<file path="config.mk">
export PLATFORM = sky130hd
export DESIGN_NAME = inst_loader
export DESIGN_NICKNAME = d
export VERILOG_FILES = /design/src/rtl/inst_loader_pkg.sv /design/src/rtl/inst_loader_byte_assembler.sv /design/src/rtl/inst_loader.sv
export SDC_FILE = /design/constraint.sdc
export NUM_CORES = 1
export LEC_CHECK = 0
export CAP_MARGIN = 10
export CORE_MARGIN = 2
export CORE_UTILIZATION = 43
export DETAILED_ROUTE_END_ITERATION = 12
export GPL_ROUTABILITY_DRIVEN = 0
export PLACE_DENSITY = 0.81
export SLEW_MARGIN = 20
export SYNTH_ARGS = -nofsm -noshare
export SYNTH_HDL_FRONTEND = slang
export SYNTH_SLANG_ARGS = --single-unit
</file>
<file path="constraint.sdc">
create_clock -name i_clk -period 1.5 [get_ports i_clk]
set_input_delay 0.375 -clock i_clk [delete_from_list [all_inputs] [get_ports i_clk]]
set_output_delay 0.375 -clock i_clk [all_outputs]
set_load 0.005 [all_outputs]
</file>
<file path="src/rtl/inst_loader_pkg.sv">
// Shared constants for the program loader: FSM state codes, default HALT word
// and the number of bytes that make up one instruction word.
package inst_loader_pkg;

  typedef logic [1:0] state_t;

  localparam state_t ST_IDLE = 2'd0;
  localparam state_t ST_LOAD = 2'd1;
  localparam state_t ST_DONE = 2'd2;

  localparam int          INST_SZ_DEFAULT   = 32;
  localparam int          BYTES_PER_WORD    = INST_SZ_DEFAULT / 8;
  localparam logic [31:0] HALT_INST_DEFAULT = 32'hFFFF_FFFF;

endpackage

</file>
<file path="src/rtl/inst_loader_byte_assembler.sv">
// Collects received bytes MSB first into one instruction word; flags the
// byte that completes a word combinationally so the loader can register it.
module inst_loader_byte_assembler
  import inst_loader_pkg::*;
#(
  parameter int NBYTES = BYTES_PER_WORD
) (
  input  logic                  i_clk,
  input  logic                  i_reset,
  input  logic                  i_clear,
  input  logic                  i_rx_valid,
  input  logic [7:0]            i_rx_data,
  output logic [8*NBYTES-1:0]   o_word,
  output logic                  o_word_valid
);

  localparam int SW = 8 * (NBYTES - 1);
  localparam int IW = (NBYTES > 2) ? $clog2(NBYTES) : 1;

  logic [SW-1:0] shift_q, shift_d;
  logic [IW-1:0] idx_q, idx_d;
  logic          last_byte;

  assign last_byte    = (idx_q == IW'(NBYTES - 1));
  assign o_word       = {shift_q, i_rx_data};
  assign o_word_valid = i_rx_valid && !i_clear && last_byte;

  // Clearing only the index is enough: stale bytes are shifted out before
  // the next word completes.
  always_comb begin
    shift_d = shift_q;
    idx_d   = idx_q;
    if (i_clear) begin
      idx_d = '0;
    end else if (i_rx_valid) begin
      shift_d = SW'({shift_q, i_rx_data});
      idx_d   = last_byte ? '0 : idx_q + IW'(1);
    end
  end

  always_ff @(posedge i_clk) begin
    if (i_reset) begin
      shift_q <= '0;
      idx_q   <= '0;
    end else begin
      shift_q <= shift_d;
      idx_q   <= idx_d;
    end
  end

endmodule

</file>
<file path="src/rtl/inst_loader.sv">
// Program loader: turns the debug UART byte stream into instruction-memory
// write strobes until a HALT word, memory full, or an abort.
//
// state   | meaning
// --------+-----------------------------------------------------------
// IDLE    | waiting for i_start; rx bytes ignored
// LOAD    | assembling words and writing them to instruction memory
// DONE    | load finished (HALT or full); i_start reloads from address 0
module inst_loader
  import inst_loader_pkg::*;
#(
  parameter int                 INST_SZ   = INST_SZ_DEFAULT,
  parameter int                 MEM_WORDS = 256,
  parameter int                 ADDR_SZ   = 32,
  parameter logic [INST_SZ-1:0] HALT_INST = INST_SZ'(HALT_INST_DEFAULT),
  localparam int                CW        = $clog2(MEM_WORDS) + 1
) (
  input  logic               i_clk,
  input  logic               i_reset,
  input  logic               i_start,
  input  logic               i_enable,
  input  logic               i_rx_valid,
  input  logic [7:0]         i_rx_data,
  output logic [INST_SZ-1:0] o_instruction,
  output logic [ADDR_SZ-1:0] o_addr,
  output logic               o_write,
  output logic [CW-1:0]      o_count,
  output logic               o_busy,
  output logic               o_done,
  output logic               o_overflow,
  output logic               o_abort
);

  state_t             state_q, state_d;
  logic [INST_SZ-1:0] instr_q, instr_d;
  logic [ADDR_SZ-1:0] addr_q, addr_d;
  logic [CW-1:0]      count_q, count_d;
  logic               write_q, write_d;
  logic               overflow_q, overflow_d;
  logic               abort_q, abort_d;

  logic               asm_clear;
  logic [INST_SZ-1:0] asm_word;
  logic               asm_word_valid;

  // Outside LOAD, or on an abort, any partial word is thrown away.
  assign asm_clear = (state_q != ST_LOAD) || i_enable;

  inst_loader_byte_assembler #(
    .NBYTES (INST_SZ / 8)
  ) u_byte_assembler (
    .i_clk        (i_clk),
    .i_reset      (i_reset),
    .i_clear      (asm_clear),
    .i_rx_valid   (i_rx_valid),
    .i_rx_data    (i_rx_data),
    .o_word       (asm_word),
    .o_word_valid (asm_word_valid)
  );

  always_comb begin
    state_d    = state_q;
    instr_d    = instr_q;
    addr_d     = addr_q;
    count_d    = count_q;
    write_d    = 1'b0;
    overflow_d = overflow_q;
    abort_d    = abort_q;
    case (state_q)
      ST_IDLE, ST_DONE: begin
        if (i_start) begin
          state_d    = ST_LOAD;
          count_d    = '0;
          overflow_d = 1'b0;
          abort_d    = 1'b0;
        end
      end
      ST_LOAD: begin
        if (i_enable) begin
          state_d = ST_IDLE;
          abort_d = 1'b1;
        end else if (asm_word_valid) begin
          instr_d = asm_word;
          addr_d  = ADDR_SZ'(count_q) << 2;
          write_d = 1'b1;
          count_d = count_q + CW'(1);
          // HALT is checked first so a HALT in the last slot is not an overflow.
          if (asm_word == HALT_INST) begin
            state_d = ST_DONE;
          end else if (count_q == CW'(MEM_WORDS - 1)) begin
            state_d    = ST_DONE;
            overflow_d = 1'b1;
          end
        end
      end
      default: state_d = ST_IDLE;
    endcase
  end

  always_ff @(posedge i_clk) begin
    if (i_reset) begin
      state_q    <= ST_IDLE;
      instr_q    <= '0;
      addr_q     <= '0;
      count_q    <= '0;
      write_q    <= 1'b0;
      overflow_q <= 1'b0;
      abort_q    <= 1'b0;
    end else begin
      state_q    <= state_d;
      instr_q    <= instr_d;
      addr_q     <= addr_d;
      count_q    <= count_d;
      write_q    <= write_d;
      overflow_q <= overflow_d;
      abort_q    <= abort_d;
    end
  end

  assign o_instruction = instr_q;
  assign o_addr        = addr_q;
  assign o_write       = write_q;
  assign o_count       = count_q;
  assign o_busy        = (state_q == ST_LOAD);
  assign o_done        = (state_q == ST_DONE);
  assign o_overflow    = overflow_q;
  assign o_abort       = abort_q;

endmodule

</file>
## After elaboration in Yosys (flattened, before gate mapping)

Index checks and enable logic that the tools add are counted.

| word-level totals | value |
|---|---|
| input port bits | 13 |
| bits in registers | 81 |
| output and inout bits | 78 |
| word-level logic and storage cells | 63 |

| operators by class | value |
|---|---|
| mux-type cells | 20 |
| equal/unequal tests | 14 |
| bitwise gates (word level) | 3 |
| add/subtract/negate cells | 2 |
| reduce and logical (&&, ||, !) cells | 15 |

Operator list:

| cell | number |
|---|---|
| $eq 32x32->1 const B | 1 |
| $mux 9 | 3 |
| $pmux 9 s2 | 1 |
| $mux 2 | 6 |
| $add 9x1->9 const B | 1 |
| $eq 9x8->1 const B | 1 |
| $reduce_and 3->1 | 3 |
| $ne 2x2->1 const B | 4 |
| $mux 1 | 7 |
| $ne 2x1->1 const B | 3 |
| $reduce_and 6->1 | 1 |
| $eq 2x2->1 const B | 2 |
| $ne 4x2->1 const B | 1 |
| $pmux 1 s2 | 2 |
| $pmux 2 s2 | 1 |
| $reduce_and 4->1 | 1 |
| $reduce_or 2->1 | 2 |
| $ne 3x2->1 const B | 1 |
| $not 1->1 | 3 |
| $reduce_or 3->1 | 1 |
| $add 2x1->2 const B | 1 |
| $eq 2x1->1 const B | 1 |
| $logic_and 1x1->1 | 2 |
| $logic_not 2->1 | 1 |
| 4 further kinds | 4 |

## Longest topological paths before layout

Gate-level depths: netlist of the first run.

| logic depth | value |
|---|---|
| depth after elaboration | 8 |
| depth in mapped cells | 7 |
| mapped depth without buffers | 7 |

## Cells and area by module

Synthesis of the first run repeated with hierarchy kept, for this count alone.

| second synthesis, totals | value |
|---|---|
| cell total of the unflattened synthesis | 409 |
| area total of the unflattened synthesis | 3469.6 um2 |

By module, submodules not included:

| module | cells each | sequential area each (um2) | times used | area each (um2) |
|---|---|---|---|---|
| inst_loader | 285 | 1101.1 | 1 | 2290.9 |
| inst_loader_byte_assembler | 124 | 520.5 | 1 | 1178.6 |

## Worst setup path after synthesis of the first run

No wires, ideal clock.

| timing path | value |
|---|---|
| path kind | register -> register |
| start point | register u_byte_assembler.idx_q[0] |
| end point | register addr_q[2], in the netlist o_addr[2] |
| arrival | 1337 ps |
| buffers on the path | 1 |
| period minus slack after synthesis | 1407 ps |
| data required time | 1430 ps |
| slack | 93 ps |
| stages on the path, launching flop included | 7 |
| setup time | 70 ps |
| cell sequence | dfxtp_1 ha_1 and2_1 nand2_1 clkbuf_1 nand2_1 a21oi_1 |

| on the way | value |
|---|---|
| cells in the longest elaborated chain, start to end | 3 |

RTL lines:

| what | RTL line | source |
|---|---|---|
| from (decl) | inst_loader_byte_assembler.sv:21 | `logic [IW-1:0] idx_q, idx_d;` |
| from (signal assigned) | inst_loader_byte_assembler.sv:47 | `idx_q <= idx_d;` |
| $eq 2x2->1 | inst_loader_byte_assembler.sv:24 | `assign last_byte = (idx_q == IW'(NBYTES - 1));` |
| $logic_and 1x1->1 | inst_loader_byte_assembler.sv:26 | `assign o_word_valid = i_rx_valid && !i_clear && last_byte;` |
| $reduce_and 3->1 (no source line) | n/a |  |
| to (signal assigned) | inst_loader.sv:112 | `addr_q <= addr_d;` |
| to (decl) | inst_loader.sv:36 | `logic [ADDR_SZ-1:0] addr_q, addr_d;` |

No other way between the ends.
A chain may end at the register's enable or synchronous reset.

## Worst setup path in the final report of the first run

| timing path | value |
|---|---|
| start point | register state_q[0] |
| end point | register count_q[7], in the netlist o_count[7] |

| on the way | value |
|---|---|
| cells in the longest elaborated chain, start to end | 7 |
| elaborated cells between the ends (all ways) | 15 |
| classes of those cells | eq/ne (6); mux (1); reduce/logical (8) |

RTL lines:

| what | RTL line | source |
|---|---|---|
| from (decl) | inst_loader.sv:34 | `state_t state_q, state_d;` |
| from (signal assigned) | inst_loader.sv:110 | `state_q <= state_d;` |
| $ne 2x1->1 | inst_loader.sv:47 | `assign asm_clear = (state_q != ST_LOAD) \|\| i_enable;` |
| $logic_or 1x1->1 | inst_loader.sv:47 |  |
| $logic_not 1->1 | inst_loader_byte_assembler.sv:26 |  |
| $logic_and 1x1->1 (2 in series) | inst_loader_byte_assembler.sv:26 |  |
| $ne 2x1->1 (no source line) | n/a |  |
| $reduce_and 4->1 (no source line) | n/a |  |
| to (signal assigned) | inst_loader.sv:113 | `count_q <= count_d;` |
| to (decl) | inst_loader.sv:37 | `logic [CW-1:0] count_q, count_d;` |

Parallel ways exist; a longest one is shown, timed or not.

==> reports/results.tsv, run 1 <==
stage	metric	value	unit
run_status	status	complete, but fails checks	
run_status	failing checks	negative setup slack	
cts	clk_lat worst skew	0.35	ns
timing	Tmin final	1.64	ns
final_layout	most frequent cells in the layout	nand2_1, dlygate4sd2_1, a21oi_2, dfxtp_1	
grt	largest net degree at the start of global routing	58	
grt	initial antenna violation count	0	
placement	Port Buffers	67	
synth	mux cell area share after synthesis	0.00613	
timing	Period Utilization, post-route	1.09	
cts	CTS tree	built	
cts	CTS Buffer Depth	2	
timing	endpoints failing hold	0	
worst_setup_path	Critical Path AT	1.91	ns
timing	RSZ-0062 raised after global routing	yes	
synth	synthesized area	3260	um2
final_layout	ant diodes	0	
synth	Seq cells post-synth	81	
synth	xor/xnor share of the synthesized area	0.00268	
routing	Vias	3254	
routing	Detail Route Antenna Nets	0	
timing	Slew Limit Fails	0	
routing	WL final	10.1	mm
worst_setup_path	r2r setup slk	-0.14	ns
synth	sequential area share after synthesis	0.497	
floorplanning	initial core utilization	0.448	
synth	cells after synthesis	405	
timing	Max Clk Rate	612	MHz
grt	Global Route Usage Sum	0.205	
floorplanning	I/O pins	91	
routing	DR pass1 iterations	4	
timing	count of final setup violators	74	
synth	Yosys Warn Count	0	
timing	Clock Skew	0.0130	ns
pwr	worst-case vdd ir drop	0.524	mV
floorplanning	Die Height	91.1	um
placement	Setup Slack @ Placement	-0.535	ns
min_path	Hold Crit Class	reg2reg	
final_layout	commonest non-fill, non-tap cell in the layout	nand2_1	
worst_setup_path	crit path max fanout	5	
timing	setup TNS	-3.49	ns
synth	syn_area_per_cell	8.06	um2
final_layout	nets@finish	530	
min_path	Worst Hold Launch	o_instruction[29]	
placement	Placed Area	4150	um2
pwr	leakage power	2.40	nW
final_layout	layout cells sized above 1	0.434	
final_layout	Final Instance Area	5140	um2
placement	Final HPWL DP	5.27	mm
cts	TritonCTS buffer count	9	
worst_setup_path	CP Launch Type	register	
run	max-cap viol count	0	
routing	WL/cell	16.4	um
grt	vias in the first global route	3039	
grt	global-route wire length before repair	13.9	mm
worst_setup_path	critical path data required time	1.77	ns
floorplanning	die area	8300	um2
synth	Adder-Cell Fraction of Synth Area	0.0115	
synth	Yosys cell types	35	
synth	area leader, netlist	dfxtp_1	
routing	DR vias/cell	5.27	
synth	simple-gate share of the synthesized area	0.246	
worst_setup_path	Critical Path End Type	register	
worst_setup_path	crit path launch	state_q[0]	
cts	cts hold-fix bufs	0	
cts	clk slew on worst S/H paths	0.09	ns
routing	drt drc	0	
synth	largest family of logic cells by synthesized area	simple AND/OR/NAND/NOR gates	
floorplanning	core area	7290	um2
pwr	Cell Pwr Density	797	nW/um2
grt	grt total ovfl	0	
timing	setup ws final	-0.135	ns
synth	Synth Area in Compound Gates	0.141	
cts	clock sinks	81	
floorplanning	Die W	91.1	um
routing	drt first-iter violations	241	
synth	post-synth top area share	0.497	
floorplanning	row count	31	
synth	dominant cells by area after synthesis	dfxtp_1, nand2_1, a21oi_1	
cts	Clock Tree Root	clkbuf_8	
final_layout	Layout area overhead	57.3	%
worst_setup_path	RR Startpoint	state_q[0]	
cts	depth of the CTS H-tree	3	
worst_setup_path	Setup CP Type	reg2reg	
final_layout	# fillers	505	
pwr	total power	4.09	mW
==> power by group <==
part | switching (mW) | internal [mW]
logic | 0.164 | 0.118
clock network | 0.826 | 0.818
registers | 0.0109 | 2.15
==> final timing paths <==
| path | endpoint | cells after the start |
|---|---|---|
| max | o_count[7] | 5 |
| min | o_instruction[29] | 2 |
| max reg2reg | o_count[7] | 5 |
| min reg2reg | o_instruction[29] | 2 |
==> cells in the mapped netlist <==
cell type  instances
a211oi_1           1
a21oi_1           74
a21oi_2            1
a22oi_1            2
and2_1             2
and2b_1            1
and3_1             1
buf_2              3
buf_4             24
buf_6              5
clkbuf_1          14
conb_1             1
dfxtp_1           81
ha_1               3
inv_1              2
mux2i_1            2
nand2_1          137
nand2b_1           2
nand3_1            7
nand4_1            8
nor2_1             7
nor2_8             1
nor2b_1            3
nor3_1             3
nor3_2             1
nor3b_4            1
nor4_1             2
o211ai_1           1
o21a_1             2
o21ai_0            4
o31ai_1            2
or3_1              3
or3b_1             1
or4_1              2
xor2_1             1
==> final cells by class <==
| cell class | count | area (um2) | share of cell area |
|---|---|---|---|
| multi-input cells | 299 | 1960 | 0.381 |
| flip-flops and latches | 81 | 1670 | 0.326 |
| repair buffers | 121 | 1170 | 0.229 |
| clock buffers | 10 | 138 | 0.0268 |
| well taps | 99 | 124 | 0.0241 |
| clock inverters | 6 | 65.1 | 0.0127 |
| inverters | 2 | 7.51 | 0.00146 |
==> state kept, by name (all words and copies together) (netlist names) <==
register,flops
o_write,1
o_overflow,1
o_count,9
u_byte_assembler.shift_q,24
state_q,2
o_instruction,32
o_addr,9
u_byte_assembler.idx_q,2
o_abort,1
==> cell families after synthesis <==
| family | count (synthesis) |
|---|---|
| simple gates | 182 |
| compound gates | 87 |
| flops | 81 |
| buf+inv | 48 |
| fa+ha+maj | 3 |
| mux | 2 |
| other cells | 1 |
| xor+xnor | 1 |
==> routing by layer <==
| layer | wire length [um] | global-route usage | vias to the layer above |
|---|---|---|---|
| met5 | 0 | 0 | - |
| met4 | 263 | 0.0922 | 0 |
| met3 | 647 | 0.0440 | 29 |
| met2 | 5070 | 0.344 | 144 |
| met1 | 4150 | 0.251 | 1556 |
| li1 | - | - | 1525 |
==> worst max-delay path: stages (launching register included) <==
cell and delay (ns):
dfxtp_2 0.35, buf_6 0.10, nor3b_4 0.30, a21oi_4 0.13, or4_1 0.51, a21oi_1 0.16
==> repair_timing <==
item,in CTS,in global routing
buffers inserted,12,1
pin swaps,7,68
resized for setup,110,146
cloned,2,6
endpoints found under the setup margin,108,79
==> through the flow <==
| stage | std cells | util | hold WS, ns |
|---|---|---|---|
| global route | 618 | 0.704 | 0.476 |
| CTS | 612 | 0.616 | 0.441 |
| detailed placement | 582 | 0.568 | 0.449 |
| floorplan | 427 | - | 0.445 |
| finish | 618 | 0.704 | 0.458 |
| global placement | 582 | 0.568 | 0.445 |
Power figures use the tool's default switching activity.
==> inputs of run 2 (changes only) <==
--- a/config.mk
+++ b/config.mk
@@ -7,10 +7,11 @@
 export LEC_CHECK = 0
 export CAP_MARGIN = 10
 export CORE_MARGIN = 2
-export CORE_UTILIZATION = 43
+export CORE_UTILIZATION = 48
+export CTS_BUF_LIST = sky130_fd_sc_hd__clkbuf_16
 export DETAILED_ROUTE_END_ITERATION = 12
 export GPL_ROUTABILITY_DRIVEN = 0
-export PLACE_DENSITY = 0.81
+export PLACE_DENSITY = 0.85
 export SLEW_MARGIN = 20
 export SYNTH_ARGS = -nofsm -noshare
 export SYNTH_HDL_FRONTEND = slang
==> constraint.sdc (replaced) <==
create_clock -name i_clk -period 1.77 [get_ports i_clk]
set_input_delay 0.4425 -clock i_clk [delete_from_list [all_inputs] [get_ports i_clk]]
set_output_delay 0.4425 -clock i_clk [all_outputs]
set_load 0.005 [all_outputs]
==> reports/results.tsv, run 2 (same netlist as run 1, synthesis figures left out) <==
stage	metric	value	unit
run_status	status	complete, no violations	
final_layout	commonest non-fill, non-tap cell in the layout	nand2_1	
routing	WL/cell	13.4	um
floorplanning	core area	6680	um2
timing	Period Utilization, post-route	0.967	
final_layout	Final Instance Area	4380	um2
worst_setup_path	family with the most delay on the worst path	buffers and inverters	
routing	DR vias/cell	5.19	
timing	count of final setup violators	0	
grt	Global Route Usage Sum	0.207	
min_path	hold path cells	2	
floorplanning	I/O pins	91	
grt	grt total ovfl	0	
final_layout	most frequent cells in the layout	nand2_1, dfxtp_1, a21oi_1, clkdlybuf4s50_1	
worst_setup_path	Buf/Inv on CP	1	
cts	CTS Buffer Depth	2	
final_layout	number of flip-flops in the largest register	32	
routing	Vias	2964	
timing	setup TNS	0	ns
floorplanning	die area	7480	um2
timing	Max Clk Rate	584	MHz
placement	dpl cells	556	
final_layout	ant diodes	0	
timing	Clock Skew	0.00515	ns
cts	clk_lat worst skew	0.33	ns
cts	clock sinks	81	
cts	clk slew on worst S/H paths	0.06	ns
final_layout	nets@finish	503	
worst_setup_path	critical path data required time	1.33	ns
floorplanning	row count	30	
pwr	Cell Pwr Density	854	nW/um2
routing	drt drc	0	
worst_setup_path	Critical Path End Type	output pin	
final_layout	Layout area overhead	34.3	%
worst_setup_path	CP cell instances	clkdlybuf4s50_1	
run	max-cap viol count	0	
cts	cts hold-fix bufs	0	
worst_setup_path	critical path depth	1	
timing	RSZ-0062 raised after global routing	no	
placement	Placed Area	4080	um2
worst_setup_path	Critical Path AT	1.27	ns
worst_setup_path	CP max stage cell	clkdlybuf4s50_1	
cts	Clock Tree Root	clkbuf_16	
cts	CTS tree	built	
grt	global-route wire length before repair	12.4	mm
worst_setup_path	CP Launch Type	register	
timing	Tmin final	1.71	ns
final_layout	final std cells w/o fill	571	
timing	Slew Limit Fails	0	
timing	endpoints failing hold	0	
worst_setup_path	Setup CP Type	reg2out	
floorplanning	Die Height	86.5	um
routing	WL final	7.66	mm
worst_setup_path	Critical Path Max Stage Delay	0.54	ns
grt	vias in the first global route	2701	
routing	DR pass1 iterations	5	
grt	initial antenna violation count	0	
routing	drt first-iter violations	198	
floorplanning	initial core utilization	0.489	
min_path	Hold Crit Class	reg2reg	
placement	Port Buffers	67	
worst_setup_path	r2r setup slk	0.14	ns
floorplanning	Die W	86.5	um
routing	Detail Route Antenna Nets	0	
worst_setup_path	reg2reg path depth	5	
final_layout	layout cells sized above 1	0.106	
cts	TritonCTS buffer count	9	
grt	largest net degree at the start of global routing	58	
worst_setup_path	crit path max fanout	7	
cts	depth of the CTS H-tree	3	
pwr	leakage power	1.56	nW
pwr	worst-case vdd ir drop	0.682	mV
placement	Final HPWL DP	5.35	mm
## run 2: cell types whose count changed in the layout (fill, tap and decap cells not counted), sizes merged
cell / before / now
clkinvlp: 1 / 0
buf: 51 / 29
dlygate4sd2: 55 / 2
clkinv: 3 / 4
clkdlybuf4s50: 10 / 63
a21oi: 76 / 75
dlymetal6s2s: 0 / 1
clkbuf: 15 / 9
## run 2: metrics by stage
step / util / power (mW) / setup slack [ns] / hold slack, ns
CTS: 0.654 / 3.75 / 0.0144 / 0.457
detailed placement: 0.611 / 2.04 / -0.336 / 0.449
finish: 0.656 / 3.74 / 0.0586 / 0.453
global placement: 0.611 / 2.04 / -0.296 / 0.445
floorplan: - / 1.99 / 0.314 / 0.445
global route: 0.656 / 3.86 / 0.0237 / 0.474
## run 2: report_power, final
group | switching [mW] | total (mW) | internal [mW]
logic | 0.0944 | 0.169 | 0.0746
registers | 0.00869 | 1.84 | 1.83
clock network | 0.671 | 1.73 | 1.06
total | 0.774 | 3.74 | 2.97
## run 2: cell type report
| type | count | area, um2 |
|---|---|---|
| clock buffer | 9 | 225 |
| clock inverter | 6 | 51.3 |
| fill | 542 | 2300 |
| inverter | 2 | 7.51 |
| multi-input combinational | 298 | 1430 |
| sequential | 81 | 1630 |
| tap | 80 | 100 |
| timing repair buffer | 95 | 938 |
## run 2: what timing repair did
action	4_1_cts	5_1_grt
setup endpoints to repair	8	4
endpoints found under the hold margin	0	0
gates resized for setup	7	5
buffers inserted	0	0
pin swaps	0	1
## run 2: worst paths after layout
kind                             startpoint                 to
setup reg to reg  u_byte_assembler.idx_q[0]         o_count[7]
setup / recovery                 o_count[3]         o_count[3]
hold / removal            o_instruction[14]  o_instruction[14]
hold reg to reg           o_instruction[14]  o_instruction[14]
## run 2: layer usage
layer  routed length [um]  track usage  vias to the layer above
met5                    0            0                        -
met4                  181       0.0838                        0
met3                  411       0.0448                       17
met2                 3700        0.335                      104
met1                 3370        0.270                     1377
li1                     -            -                     1466
